### config.mk
export PLATFORM = sky130hd
export DESIGN_NAME = exec_stage
export DESIGN_NICKNAME = d
export VERILOG_FILES = /design/src/rtl/exec_pkg.sv /design/src/rtl/mul_iter.sv /design/src/rtl/exec_stage.sv
export SDC_FILE = /design/constraint.sdc
export NUM_CORES = 1
export LEC_CHECK = 0
export CORE_UTILIZATION = 55
export DETAILED_ROUTE_END_ITERATION = 8
export HOLD_SLACK_MARGIN = 0.08
export PLACE_DENSITY = 0.78
export SYNTH_ARGS = -nofsm -noshare
export SYNTH_HDL_FRONTEND = slang
export SYNTH_SLANG_ARGS = --single-unit
### constraint.sdc
create_clock -name clk -period 3.39 [get_ports clk]
set_input_delay 0.678 -clock clk [delete_from_list [all_inputs] [get_ports clk]]
set_output_delay 0.678 -clock clk [all_outputs]
set_load 0.05 [all_outputs]
### src/rtl/exec_pkg.sv
// exec_pkg: shared opcode/state types and data width for the execute stage and register bank
package exec_pkg;
  localparam int DATA_W = 8;
  typedef enum logic [2:0] {OP_ADD, OP_SUB, OP_AND, OP_OR, OP_XOR, OP_MOV, OP_MUL, OP_NOP} op_t;
  typedef enum logic [1:0] {IDLE, MUL, WB} state_t;
endpackage

### src/rtl/mul_iter.sv
// mul_iter: iterative shift-add multiplier, one multiplier bit per cycle, LSB first
module mul_iter
  import exec_pkg::*;
#(
  parameter int W = DATA_W
) (
  input  logic           clk,
  input  logic           rst,
  input  logic           start,
  input  logic [W-1:0]   a,
  input  logic [W-1:0]   b,
  output logic           done,
  output logic [2*W-1:0] prod
);
  localparam int CW = $clog2(W);
  logic [W-1:0] mcand;
  logic [CW-1:0] cnt;
  logic run;
  logic [W:0] sum;
  // upper half accumulates, lower half holds the not-yet-consumed multiplier bits
  assign sum = {1'b0, prod[2*W-1:W]} + {1'b0, prod[0] ? mcand : '0};
  assign done = run && cnt == '0;
  always_ff @(posedge clk) begin
    if (rst) begin
      run <= 1'b0;
      cnt <= '0;
      mcand <= '0;
      prod <= '0;
    end else if (start) begin
      run <= 1'b1;
      cnt <= CW'(W - 1);
      mcand <= a;
      prod <= {{W{1'b0}}, b};
    end else if (run) begin
      prod <= {sum, prod[W-1:1]};
      cnt <= cnt - 1'b1;
      run <= cnt != '0;
    end
  end
endmodule

### src/rtl/exec_stage.sv
// exec_stage: execute/write-back stage driving the register bank write port
module exec_stage
  import exec_pkg::*;
#(
  parameter int W = DATA_W
) (
  input  logic         clk,
  input  logic         rst,
  input  logic         in_valid,
  output logic         in_ready,
  input  logic [2:0]   op,
  input  logic [W-1:0] a,
  input  logic [W-1:0] b,
  input  logic [1:0]   dst,
  output logic         wr_en,
  output logic [1:0]   add_wr,
  output logic [W-1:0] wr_data,
  output logic         zero,
  output logic         carry,
  output logic         busy
);
  state_t state, nxt;
  op_t op_q;
  logic [W-1:0] a_q, b_q, res;
  logic [1:0] dst_q;
  logic [W:0] sum, diff;
  logic [2*W-1:0] prod;
  logic cy, mul_done, fire, wb;
  assign fire = in_valid && in_ready;
  mul_iter #(.W(W)) u_mul (
    .clk(clk), .rst(rst), .start(fire && op == OP_MUL), .a(a), .b(b),
    .done(mul_done), .prod(prod)
  );
  assign sum = {1'b0, a_q} + {1'b0, b_q};
  assign diff = {1'b0, a_q} - {1'b0, b_q};
  always_comb begin
    res = op_q == OP_ADD ? sum[W-1:0] :
          op_q == OP_SUB ? diff[W-1:0] :
          op_q == OP_AND ? a_q & b_q :
          op_q == OP_OR  ? a_q | b_q :
          op_q == OP_XOR ? a_q ^ b_q :
          op_q == OP_MOV ? b_q :
          op_q == OP_MUL ? prod[W-1:0] : '0;
    cy = op_q == OP_ADD ? sum[W] :
         op_q == OP_SUB ? diff[W] :
         op_q == OP_MUL ? |prod[2*W-1:W] : 1'b0;
  end
  always_comb begin
    nxt = state == IDLE ? (fire ? (op == OP_MUL ? MUL : WB) : IDLE) :
          state == MUL  ? (mul_done ? WB : MUL) : IDLE;
  end
  always_ff @(posedge clk) begin
    state <= rst ? IDLE : nxt;
  end
  always_ff @(posedge clk) begin
    if (rst) begin
      op_q <= OP_NOP;
      a_q <= '0;
      b_q <= '0;
      dst_q <= '0;
    end else if (fire) begin
      op_q <= op_t'(op);
      a_q <= a;
      b_q <= b;
      dst_q <= dst;
    end
  end
  always_ff @(posedge clk) begin
    if (rst) begin
      zero <= 1'b0;
      carry <= 1'b0;
    end else if (wr_en) begin
      zero <= res == '0;
      carry <= cy;
    end
  end
  assign wb = state == WB;
  assign in_ready = state == IDLE;
  assign busy = state == MUL || wb;
  assign wr_en = wb && op_q != OP_NOP;
  assign add_wr = wb ? dst_q : '0;
  assign wr_data = wr_en ? res : '0;
endmodule

==> impl_metrics.yaml <==
worst_setup_path:
  end_kind: "output pin"
  path_class: "reg -> out"
  arrival_ns: 2.60
  cp_max_fo: 6
  critPathLaunchType: "flop"
  worstSetupStartpoint: "b_q[2]"
  timing.rr.start: "a_q[0]"
  critical_path_required_ns: 2.71
synthesis:
  synth_fa_ha_area_frac: 0.138
  synth_edf_count: 0
  netlist_area_sq_um: 3800
  synth_xor_area_frac: 0.0184
  synth_compound_area_frac: 0.226
  synthFlopType: "dfxtp_1"
  synth.ff_latch_count: 53
  yosysWarningCount: 0
  synth_mux_area_frac: 0.0612
  syn_nets: 542
  synth_top_family_by_area: "compound AO/OA/AOI/OAI gates"
  synth_area_per_cell_sq_um: 7.96
  synth.lib_cells_used.distinct: 61
  postSynthCellCount: 478
  synth-simple-area-share: 0.210
  synthArstFlopShare: 0
  yosysSeqAreaShare: 0.279
place:
  portBuffers: 38
  placed_cells: 579
  gp_congestion: 0.912
  detailed_place_hpwl_um: 6960
  place_ws_ns: 0.333
final_layout:
  diodes: 0
  area_growth_pct: 15.7
  fin_util: 0.678
  multi_input_area_sq_um: 2540
  drive_above_1_share: 0.114
  fin_cells: 587
  seq_area_sq_um: 1060
  final_nets: 573
  fillers: 571
worst_hold_path:
  hold_class: "reg -> reg"
  min_from: "dst_q[1]"
timing:
  worst_pin_slew_ns: 1.18
  worst_slack_ns: 0.113
  clock_skew_ns: 0.0175
  post-route-period-util: 0.967
  setup_viol: 0
  fmax_mhz: 305
  slew_violations: 0
  finalCriticalPeriod_ns: 3.28
  rsz0062_at_grt: "yes"
  finalHoldViolations: 0
  max_slew_margin: 0.214
clocking:
  ctsHtreeMaxLevel: 2
  cts.path.max_buffers: 2
  root_buffer: "clkbuf_8"
  clk_latency_ns: 0.32
  clock-sinks: 53
  cts_buffers: 5
  post_cts_buffers: 0
  cts_tree: "yes"
  cts_hold_buf: 0
  clkSlewWorstSetupHoldPaths_ns: 0.11
routing:
  drc: 0
  via_per_inst: 5.89
  ant_nets: 0
  totalWireLength_um: 9170
  first_pass_iters: 4
  vias: 3456
  avgRoutedWirePerCell_um: 15.6
  drt-initial-drc-count: 171
grt:
  antenna_found_initial: 0
  grt_overflow: 0
  grt_pass1_wl_um: 15600
  grt_max_degree: 30
  grt_pass1_vias: 3268
  track_usage: 0.270
run:
  cap_violations: 0
power_and_ir_drop:
  p_clk_frac: 0.268
  internal-power_uw: 965
  power.total_uw: 1460
  peakVddDrop_uv: 243
  p_per_area_nw_per_um2: 331
  combPwrFrac: 0.263
  power.leakage_uw: 0.00177
  total_switching_power_uw: 490
  sw_frac_of_total: 0.337
  p_seq_frac: 0.469
die:
  rows: 29
  dieArea_sq_um: 7250
  pin_count: 39
  die_y_um: 85.2
  die_x_um: 85.2
  initial_core_util: 0.586
  core-area_sq_um: 6490
status:
  outcome: "finished clean"
[final cells by class]
class,instances,area share
clock buffer,5,0.0156
clock inverter,3,0.00654
sequential,53,0.242
tap,77,0.0219
inverter,34,0.0290
timing repair buffer,48,0.107
multi-input combinational,367,0.578
[sequential cells by signal, summed over array words and instances, names as in the netlist]
signal	cells
state	2
u_mul.mcand	8
b_q	8
carry	1
zero	1
a_q	8
u_mul.prod	16
u_mul.run	1
u_mul.cnt	3
op_q	3
dst_q	2
[critical path, stage by stage (launching register included)]
cell and delay, ns:
dfxtp_1 0.41, inv_1 0.08, ha_1 0.44, inv_1 0.11
o21a_1 0.21, or4b_1 0.55, a31oi_1 0.30, buf_12 0.18
[logic make-up after synthesis]
group,count (synthesis)
AND/OR/NAND/NOR,169
multiplexers,22
buffers and inverters,58
AO/OA/AOI/OAI,128
flip-flops,53
XOR/XNOR,8
adder cells (fa/ha/maj),40
[routing by layer]
metal / GRT usage / vias up / part of all wire
met5: 0 / - / 0
met4: 0.0601 / 0 / 0.015
met3: 0.0516 / 13 / 0.054
met2: 0.448 / 92 / 0.46
met1: 0.364 / 1619 / 0.47
li1: - / 1732 / -
[cells in the mapped netlist (all sizes together) (4+ instances only)]
library cell,instances,area [sq um]
a2111oi,4,60.1
a211oi,13,97.6
a21o,6,45.0
a21oi,49,249
and2,14,87.6
buf,9,75.1
clkbuf,15,56.3
dfxtp,53,1060
ha,37,463
inv,34,128
mux2i,21,210
nand2,79,297
nand2b,8,52.6
nand3b,11,82.6
nor2,33,126
nor3,7,35.0
o21ai,19,103
o21bai,4,30.0
o22ai,5,31.3
xnor2,6,52.6
[worst paths after layout]
path	end	slack [ns]	cells past startpoint
max reg2reg	zero	0.60	9
min reg2reg	dst_q[1]	0.46	2
max	wr_data[3]	0.11	7
min	dst_q[1]	0.46	2
[what timing repair did]
item / 4_1_cts / 5_1_grt
gates resized for setup: 1 / 14
setup endpoints to repair: 1 / 4
endpoints found under the hold margin: 0 / 0
pin swaps: 0 / 0
[through the flow]
stage	cell area (sq um)	setup TNS (ns)	hold WS [ns]
finish	4400	0	0.456
global route	4400	-0.00808	0.474
CTS	4340	0	0.459
detailed placement	4240	0	0.443
global placement	4240	0	0.437
floorplan	3800	0	0.432
[power by group through the flow]
| stage | Sequential [uW] | Combinational [uW] | Clock, uW |
|---|---|---|---|
| floorplan | 684 | 268 | 0 |
| global placement | 694 | 357 | 0 |
| detailed placement | 696 | 363 | 0 |
| CTS | 682 | 366 | 399 |
| global route | 688 | 424 | 419 |
| finish | 683 | 383 | 390 |
[placed cells by master (no fill, tap or decap), types with 3 or more instances in the layout]
cell,synthesis,layout
xnor2_1,6,6
nor3_1,7,6
nand2_1,79,79
a21oi_1,48,47
dfxtp_1,53,51
nand2b_1,7,7
o311ai_1,3,3
nor4_1,3,3
a211oi_1,13,12
clkbuf_8,0,5
ha_1,37,36
mux2i_1,21,21
nand3b_1,11,11
o22ai_1,5,5
o21ai_0,12,12
nor2_1,32,31
inv_2,3,3
a21o_1,6,6
o21bai_1,4,4
clkdlybuf4s50_1,0,30
nor3b_1,3,3
and2_1,14,14
o21ai_1,5,5
buf_4,2,15
inv_1,31,31
buf_12,0,3
o211ai_1,3,3
Note: power is estimated with default switching activity, not from simulation.
